$ cat src/rtl/usb_rx_pkg.sv
// Shared types and constants for the USB full-speed receive sequencer.
package usb_rx_pkg;

    typedef enum logic [2:0] {
        IDLE,
        HUNT,
        START,
        RECV,
        EOP,
        DRAIN
    } state_t;

    typedef enum logic {
        LINE_K = 1'b0,
        LINE_J = 1'b1
    } line_t;

    // KJKJKJKK with the oldest bit in bit 7
    localparam logic [7:0] SYNC_PATTERN = 8'b0101_0100;
    localparam logic [7:0] SYNC_IDLE    = 8'hFF;

endpackage

$ cat src/rtl/usb_rx_sync_det.sv
// SYNC detector: 8-bit raw-bit history with a match flag that already
// reflects the bit arriving on the current strobe.
module usb_rx_sync_det
    import usb_rx_pkg::*;
(
    input  logic clk,
    input  logic rst,
    input  logic bit_stb,
    input  logic raw_bit,
    input  logic se0,
    input  logic clear,
    output logic match_c
);

    logic [7:0] sync_sr;
    logic [7:0] shifted;

    assign shifted = {sync_sr[6:0], raw_bit};
    assign match_c = bit_stb && !se0 && (shifted == SYNC_PATTERN);

    // SE0 breaks any partial SYNC, so it restarts the history like a clear
    always_ff @(posedge clk or posedge rst) begin
        if (rst) begin
            sync_sr <= SYNC_IDLE;
        end else if (clear || (bit_stb && se0)) begin
            sync_sr <= SYNC_IDLE;
        end else if (bit_stb) begin
            sync_sr <= shifted;
        end
    end

endmodule

$ cat src/rtl/usb_rx_seq.sv
// USB full-speed receive sequencer: SYNC hunt, packet bracketing, EOP and
// overflow handling. Define USB_RX_SEQ_STATS_EN to build the error counter.
module usb_rx_seq
    import usb_rx_pkg::*;
#(
    parameter int unsigned TIMEOUT_BITS = 255,
    parameter int unsigned MAX_BITS     = 1024
) (
    input  logic                           clk,
    input  logic                           rst,
    input  logic                           rx_enable,
    input  logic                           bit_stb,
    input  logic                           raw_bit,
    input  logic                           se0,
    output logic                           start_rc_nrzi,
    output logic                           end_rc_nrzi,
    output logic                           rx_busy,
    output logic [$clog2(MAX_BITS+1)-1:0]  bit_cnt,
    output logic                           pkt_done,
    output logic                           pkt_timeout,
    output logic                           pkt_err,
    output logic [7:0]                     err_cnt
);

    localparam int unsigned CW = $clog2(MAX_BITS + 1);
    localparam int unsigned TW = $clog2(TIMEOUT_BITS + 1);

    state_t          state, next_state;
    logic [TW-1:0]   hunt_tmr, hunt_nxt;
    logic [CW-1:0]   cnt_nxt;
    logic            se0_seen, se0_nxt;
    logic            start_nxt, end_nxt, done_nxt, tmo_nxt, ovf_nxt, busy_nxt;
    logic            sync_clr;
    logic            sync_match;

    usb_rx_sync_det u_sync_det (
        .clk     (clk),
        .rst     (rst),
        .bit_stb (bit_stb),
        .raw_bit (raw_bit),
        .se0     (se0),
        .clear   (sync_clr),
        .match_c (sync_match)
    );

    always_ff @(posedge clk or posedge rst) begin
        if (rst) begin
            state         <= IDLE;
            hunt_tmr      <= '0;
            bit_cnt       <= '0;
            se0_seen      <= 1'b0;
            start_rc_nrzi <= 1'b0;
            end_rc_nrzi   <= 1'b0;
            pkt_done      <= 1'b0;
            pkt_timeout   <= 1'b0;
            pkt_err       <= 1'b0;
            rx_busy       <= 1'b0;
        end else begin
            state         <= next_state;
            hunt_tmr      <= hunt_nxt;
            bit_cnt       <= cnt_nxt;
            se0_seen      <= se0_nxt;
            start_rc_nrzi <= start_nxt;
            end_rc_nrzi   <= end_nxt;
            pkt_done      <= done_nxt;
            pkt_timeout   <= tmo_nxt;
            pkt_err       <= ovf_nxt;
            rx_busy       <= busy_nxt;
        end
    end

    // Pulses are computed on the transition so they appear in the cycle
    // the FSM occupies the corresponding state.
    always_comb begin
        next_state = state;
        hunt_nxt   = hunt_tmr;
        cnt_nxt    = bit_cnt;
        se0_nxt    = se0_seen;
        start_nxt  = 1'b0;
        end_nxt    = 1'b0;
        done_nxt   = 1'b0;
        tmo_nxt    = 1'b0;
        ovf_nxt    = 1'b0;
        sync_clr   = 1'b0;

        case (state)
            IDLE: begin
                if (rx_enable) begin
                    next_state = HUNT;
                    hunt_nxt   = '0;
                    sync_clr   = 1'b1;
                end
            end
            HUNT: begin
                if (!rx_enable) begin
                    next_state = IDLE;
                end else if (bit_stb) begin
                    if (sync_match) begin
                        next_state = START;
                        start_nxt  = 1'b1;
                        cnt_nxt    = '0;
                        se0_nxt    = 1'b0;
                    end else begin
                        hunt_nxt = hunt_tmr + TW'(1);
                        if (hunt_tmr == TW'(TIMEOUT_BITS - 1)) begin
                            next_state = IDLE;
                            tmo_nxt    = 1'b1;
                        end
                    end
                end
            end
            START: begin
                next_state = RECV;
            end
            RECV: begin
                if (bit_stb) begin
                    if (se0) begin
                        if (se0_seen) begin
                            next_state = EOP;
                            end_nxt    = 1'b1;
                            done_nxt   = 1'b1;
                        end else begin
                            se0_nxt = 1'b1;
                        end
                    end else begin
                        se0_nxt = 1'b0;
                        if (bit_cnt != CW'(MAX_BITS)) begin
                            cnt_nxt = bit_cnt + CW'(1);
                        end
                        if (bit_cnt == CW'(MAX_BITS - 1)) begin
                            next_state = DRAIN;
                            end_nxt    = 1'b1;
                            ovf_nxt    = 1'b1;
                        end
                    end
                end
            end
            EOP: begin
                next_state = IDLE;
            end
            DRAIN: begin
                // Swallow the rest of the oversized packet up to its EOP
                if (bit_stb) begin
                    if (se0) begin
                        if (se0_seen) begin
                            next_state = IDLE;
                        end else begin
                            se0_nxt = 1'b1;
                        end
                    end else begin
                        se0_nxt = 1'b0;
                    end
                end
            end
            default: begin
                next_state = IDLE;
            end
        endcase

        busy_nxt = (next_state == START) || (next_state == RECV) ||
                   (next_state == DRAIN);
    end

`ifdef USB_RX_SEQ_STATS_EN
    // Saturating count of timeout and overflow events
    always_ff @(posedge clk or posedge rst) begin
        if (rst) begin
            err_cnt <= '0;
        end else if ((pkt_timeout || pkt_err) && (err_cnt != 8'hFF)) begin
            err_cnt <= err_cnt + 8'd1;
        end
    end
`else
    assign err_cnt = 8'd0;
`endif

endmodule

$ cat config.mk
export PLATFORM = sky130hd
export DESIGN_NAME = usb_rx_seq
export DESIGN_NICKNAME = d
export VERILOG_FILES = /design/src/rtl/usb_rx_pkg.sv /design/src/rtl/usb_rx_sync_det.sv /design/src/rtl/usb_rx_seq.sv
export SDC_FILE = /design/constraint.sdc
export NUM_CORES = 1
export LEC_CHECK = 0
export ABC_CLOCK_PERIOD_IN_PS = 3000
export BUFFER_PORTS_ARGS = -buffer_cell sky130_fd_sc_hd__buf_2
export CORE_ASPECT_RATIO = 0.9
export CORE_UTILIZATION = 23
export DETAILED_ROUTE_END_ITERATION = 8
export MAX_ROUTING_LAYER = met4
export SLEW_MARGIN = 20
export SYNTH_ARGS = -nofsm -noshare
export SYNTH_HDL_FRONTEND = slang
export SYNTH_HIERARCHICAL = 1
export SYNTH_SLANG_ARGS = --single-unit
$ cat constraint.sdc
create_clock -name clk -period 3 [get_ports clk]
set_input_delay 0.6 -clock clk [delete_from_list [all_inputs] [get_ports clk]]
set_output_delay 0.6 -clock clk [all_outputs]
set_load 0.01 [all_outputs]
==> impl_metrics.json, run 1 <==
{
  "path_cells": "or4b_1 -> nor4_2 -> nand3b_1 -> a211o_1 -> or3_1 -> o41ai_4",
  "worst_slack_ns": 0.328,
  "path_buf_inv": 0,
  "ant_nets": 0,
  "reg2reg_depth": 6,
  "dr_total_vias": 1709,
  "rows": 33,
  "crit_family": "simple AND/OR/NAND/NOR gates",
  "grt_max_degree": 30,
  "yosysTopAreaCellShare_pct": 33.8,
  "final_hold_viol_count": 0,
  "synth_edf_count": 0,
  "cp_slowest_cell": "dfstp_2",
  "antenna_cells": 0,
  "grt_util_all_layers_pct": 10.6,
  "area_delta_synth_final_pct": 16.6,
  "p_total_w": 0.00161,
  "synth_top_cells_by_area": "dfrtp_1 34%, dfstp_2 8.6%, buf_4 3.5%",
  "first_pass_iters": 4,
  "core-area_um2": 9080,
  "synth_ff_type": "dfrtp_1",
  "r2r-end": "bit_cnt[8]",
  "place_ws_ns": 0.0726,
  "relSlewSlack_pct": 59.0,
  "status": "complete, no violations",
  "ir_worst_vdd_mv": 0.254,
  "worstSetupPathType": "flip-flop to flip-flop",
  "start_kind": "flip-flop",
  "fmax_ghz": 0.374,
  "synth_area_um2": 2150,
  "clockBufferDepth": 2,
  "finalSetupViolations": 0,
  "netlist_instances": 219,
  "report.final.slew_viol_count": 0,
  "die_area_um2": 9720,
  "critical_path.max_stage_delay_ns": 0.54,
  "leakage_nw": 1.10,
  "wl_per_cell_um": 12.7,
  "syn_area_per_cell_um2": 9.80,
  "cts_buffers": 5,
  "viasPerCell": 4.63,
  "cts_hold_buf": 0,
  "yosys_warnings": 6,
  "fin_crit_ns": 2.67,
  "critPathArrivalTime_ns": 2.86,
  "antenna_found_initial": 0,
  "drive_above_1_share_pct": 23.5,
  "place_congestion": 0.787,
  "die_width_um": 104,
  "grt_pass1_wl_mm": 7.87,
  "clock-sinks": 36,
  "finClkSkew_ns": 0.00377,
  "clk_pin_slew_ns": 0.07,
  "use_met3_pct": 2.93,
  "first_global_vias": 1565,
  "cts_tree": "done",
  "post-synth-top-area-cell": "dfrtp_1",
  "num-nets-final": 256,
  "htreeDepth": 2,
  "gr-usage-met2_pct": 16.0,
  "use_met1_pct": 13.2,
  "fin_area_um2": 2500,
  "power_density_nw_per_um2": 642,
  "post_cts_resized": 0,
  "worstPathRequired_ns": 3.19,
  "synth_seq_cells": 36,
  "wl_mm": 4.70,
  "totalNegativeSetupSlack_ns": 0,
  "start_util_pct": 23.6,
  "die_h_um": 93.6,
  "synth_commonest_cells": "29 x dfrtp_1, 18 x nor2_1, 13 x nand2_1",
  "grt.busiest_layer": "met2",
  "drv_cap": 0,
  "first_iter_violations": 68,
  "synth.distinct_cells": 57,
  "hp-class": "input port to asynchronous set/reset pin",
  "postCtsSetupRepairBufs": 0,
  "boundaryPins": 31,
  "endpoint_kind": "flip-flop",
  "dp_hpwl_mm": 3.33,
  "route.detailed.drc": 0,
  "place_inst": 361,
  "cts_root_buf": "clkbuf_8",
  "synthArstFlopShare_pct": 100,
  "placed_area_um2": 2390,
  "grt_overflow": 0,
  "rsz0062_at_grt": "no",
  "synth.most_common_cell": "dfrtp_1",
  "crit-reg2reg-launch": "u_sync_det/sync_sr[5]",
  "reg2reg_slack_ns": 0.33,
  "port_buffers": 22,
  "finalCritPeriodShare_pct": 89.1,
  "clk_latency_ns": 0.29,
  "worstPathMaxFanout": 5,
  "tightest_slew_ns": 0.615,
  "layout.cells.non_filler": 369,
  "seq_area_frac_synth_pct": 42.4
}
-- power by group --
| group | total (W) | internal [W] | leakage (nW) | switching, W |
|---|---|---|---|---|
| Clock | 0.000423 | 0.000246 | 0.0541 | 0.000177 |
| Sequential | 0.000713 | 0.000568 | 0.465 | 0.000145 |
| Combinational | 0.000471 | 0.000210 | 0.577 | 0.000261 |
| Total | 0.00161 | 0.00102 | 1.10 | 0.000583 |
-- cell usage in the layout, fill, tap and decap left out, types with 2 or more instances in the layout --
master	n
inv_1	11
clkbuf_8	5
nand2_1	13
nand2b_1	7
xnor2_1	5
a211oi_1	2
conb_1	8
nand4_1	5
o21ai_0	9
nand3b_1	3
nor4_2	2
a211o_1	2
a21oi_1	5
o22ai_1	2
or4_1	2
buf_2	22
nor3b_1	8
ha_1	4
dfrtp_1	29
or4b_1	2
and2_1	2
o21bai_1	6
or3_1	3
a2111oi_2	4
o31ai_1	10
a41oi_1	3
nor2_1	18
and3_1	5
nand3_1	5
buf_4	10
dfstp_2	7
o41ai_1	2
-- sequential cells by signal, indices dropped and copies added (netlist names), 3 cells and up --
signal,cells
bit_cnt,11
hunt_tmr,8
state,3
u_sync_det/sync_sr,7
-- how the worst max path moves through the flow --
stage / slack [ns] / cells past startpoint / startpoint / end
final: 0.33 / 6 / u_sync_det/sync_sr[5] / bit_cnt[8]
after global routing: 0.18 / 7 / u_sync_det/sync_sr[5] / bit_cnt[2]
after CTS: 0.32 / 6 / u_sync_det/sync_sr[5] / bit_cnt[8]
after detailed placement: 0.07 / 7 / se0 / bit_cnt[8]
after global placement: 0.11 / 7 / se0 / bit_cnt[8]
after floorplan: 0.14 / 7 / se0 / bit_cnt[8]
-- layer usage --
metal  up-vias  part of all wire [%]
met4         0                   1.4
met1       818                    47
met3         4                   5.7
met2        42                    46
met5         -                     0
li1        845                     -
-- final cells by class --
class	count	area, um^2
multi-input cells	160	1100
repair buffers	32	185
flip-flops and latches	36	910
well taps	122	153
inverters	11	41.3
clock buffers	5	68.8
clock inverters	3	42.5
fillers	980	6580
-- cell families (layout without fill, tap and decap cells) --
kind of cell             count (synthesis)  after routing  synth area share [%]
buffers and inverters                   30             51                  7.46
other                                    1              8                 0.175
AND/OR/NAND/NOR                         86             86                  23.9
adder cells (fa/ha/maj)                  4              4                  2.33
AO/OA/AOI/OAI                           55             55                  20.7
flip-flops                              36             36                  42.4
multiplexers                             2              2                 0.991
XOR/XNOR                                 5              5                  2.04
-- metrics by stage --
stage,util (%),hold slack [ns]
after floorplan,-,0.489
after global routing,27.5,0.434
after detailed placement,26.3,0.518
after CTS,27.5,0.398
after global placement,26.3,0.505
final,27.5,0.377
-- worst reg2reg max path: stages, from the launching register on --
cell      delay [ns]
dfstp_2         0.54
or4b_1          0.45
nor4_2          0.30
nand3b_1        0.12
a211o_1         0.33
or3_1           0.49
o41ai_4         0.34
(Power assumes the default switching activity.)
==> run 2, diff against run 1 <==
--- a/config.mk
+++ b/config.mk
@@ -8,6 +8,7 @@
 export ABC_CLOCK_PERIOD_IN_PS = 3000
 export BUFFER_PORTS_ARGS = -buffer_cell sky130_fd_sc_hd__buf_2
 export CORE_ASPECT_RATIO = 0.9
+export CORE_MARGIN = 4
 export CORE_UTILIZATION = 23
 export DETAILED_ROUTE_END_ITERATION = 8
 export MAX_ROUTING_LAYER = met4
==> impl_metrics.json, run 2 (same netlist as run 1, synthesis figures left out) <==
{
  "grt.busiest_layer": "met2",
  "die_width_um": 110,
  "cts_root_buf": "clkbuf_8",
  "cts_hold_buf": 0,
  "start_kind": "flip-flop",
  "totalNegativeSetupSlack_ns": 0,
  "wl_per_cell_um": 13.1,
  "finalCritPeriodShare_pct": 89.5,
  "crit-reg2reg-launch": "u_sync_det/sync_sr[5]",
  "rsz0062_at_grt": "no",
  "use_met3_pct": 3.11,
  "reg2reg_depth": 6,
  "die_area_um2": 10900,
  "report.final.slew_viol_count": 0,
  "largest_reg_flops": 11,
  "gr-usage-met2_pct": 13.9,
  "clockBufferDepth": 2,
  "worstPathRequired_ns": 3.19,
  "power_density_nw_per_um2": 621,
  "grt_pass1_wl_mm": 8.20,
  "leakage_nw": 1.08,
  "fillers": 965,
  "final_cell_mix": "29 x dfrtp_1, 22 x buf_2, 18 x nor2_1",
  "status": "complete, no violations",
  "fin_crit_ns": 2.69,
  "clk_pin_slew_ns": 0.07,
  "drive_above_1_share_pct": 22.4,
  "core-area_um2": 9130,
  "wl_mm": 4.82,
  "r2r-end": "bit_cnt[8]",
  "dp_hpwl_mm": 3.41,
  "clk_latency_ns": 0.29,
  "dr_total_vias": 1753,
  "start_util_pct": 23.5,
  "clock-sinks": 36,
  "drv_cap": 0,
  "place_congestion": 0.770,
  "viasPerCell": 4.76,
  "fmax_ghz": 0.372,
  "postCtsSetupRepairBufs": 0,
  "tightest_slew_ns": 0.592,
  "rows": 33,
  "route.detailed.drc": 0,
  "die_h_um": 99.6,
  "p_total_w": 0.00154,
  "htreeDepth": 2,
  "worstSetupPathType": "flip-flop to flip-flop",
  "cts_tree": "done",
  "hp-class": "input port to asynchronous set/reset pin",
  "cts_buffers": 5,
  "layout_commonest_cell": "dfrtp_1",
  "final_hold_viol_count": 0,
  "top_regs": "bit_cnt (11), hunt_tmr (8), u_sync_det/sync_sr (7)",
  "post_cts_resized": 0,
  "first_global_vias": 1670,
  "boundaryPins": 31,
  "critPathLaunch": "u_sync_det/sync_sr[5]",
  "first_iter_violations": 66,
  "port_buffers": 22,
  "first_pass_iters": 5,
  "reg2reg_slack_ns": 0.31,
  "antenna_cells": 0,
  "regMostFlops": "bit_cnt",
  "ir_worst_vdd_mv": 0.236,
  "ant_nets": 0,
  "worstPathMaxFanout": 7,
  "endpoint": "bit_cnt[8]",
  "grt_overflow": 0,
  "relSlewSlack_pct": 60.5,
  "grt_util_all_layers_pct": 9.75,
  "endpoint_kind": "flip-flop",
  "finClkSkew_ns": 0.00608,
  "area_delta_synth_final_pct": 15.3,
  "antenna_found_initial": 0,
  "grt_max_degree": 30,
  "critPathArrivalTime_ns": 2.88,
  "use_met1_pct": 12.8,
  "num-nets-final": 255,
  "finalSetupViolations": 0
}
[run 2: cell type report]
| cell class | instances | area (um^2) | share of cell area [%] |
|---|---|---|---|
| Multi-Input combinational cell | 160 | 1100 | 44.6 |
| Sequential cell | 36 | 910 | 36.8 |
| Timing Repair Buffer | 31 | 178 | 7.18 |
| Tap cell | 122 | 153 | 6.17 |
| Clock buffer | 8 | 90.1 | 3.64 |
| Inverter | 11 | 41.3 | 1.67 |
[run 2: through the flow]
| step | instance area (um^2) | setup slack (ns) | utilization (%) | instances | hold slack [ns] |
|---|---|---|---|---|---|
| 3_3_place_gp | 2380 | 0.0796 | 26.1 | 360 | 0.506 |
| 3_5_place_dp | 2380 | 0.0352 | 26.1 | 360 | 0.514 |
| 5_1_grt | 2470 | 0.182 | 27.1 | 368 | 0.413 |
| 2_1_floorplan | 2170 | 0.136 | - | 226 | 0.489 |
| 6_report | 2470 | 0.314 | 27.1 | 368 | 0.385 |
| 4_1_cts | 2470 | 0.285 | 27.1 | 368 | 0.396 |
[run 2: how the worst min path moves through the flow]
stage,from,end,slack [ns],cells past startpoint
after floorplan,u_sync_det/sync_sr[1],u_sync_det/sync_sr[1],0.49,2
after global routing,rst,hunt_tmr[4],0.41,3
after CTS,rst,hunt_tmr[5],0.40,3
after global placement,u_sync_det/sync_sr[1],u_sync_det/sync_sr[1],0.51,2
final,rst,hunt_tmr[5],0.38,3
after detailed placement,u_sync_det/sync_sr[1],u_sync_det/sync_sr[1],0.51,2
[run 2: per-layer routing]
metal	share of wire [%]	vias to the layer above	wire length (um)
met5	0	-	0
li1	-	845	-
met1	48	870	2330
met2	45	33	2170
met3	5.0	5	242
met4	1.5	0	72
[run 2: critical path: stages (launching register included)]
cell and delay (ns):
dfstp_2 0.54, or4b_1 0.45, nor4_2 0.30, nand3b_1 0.12, a211o_1 0.32, or3_1 0.52
o41ai_4 0.35
[run 2: where the power goes]
part           switching, W  leakage [nW]  internal, W  total, W
clock network      0.000172        0.0455     0.000187  0.000360
registers          0.000140         0.465     0.000568  0.000709
logic              0.000259         0.573     0.000209  0.000468
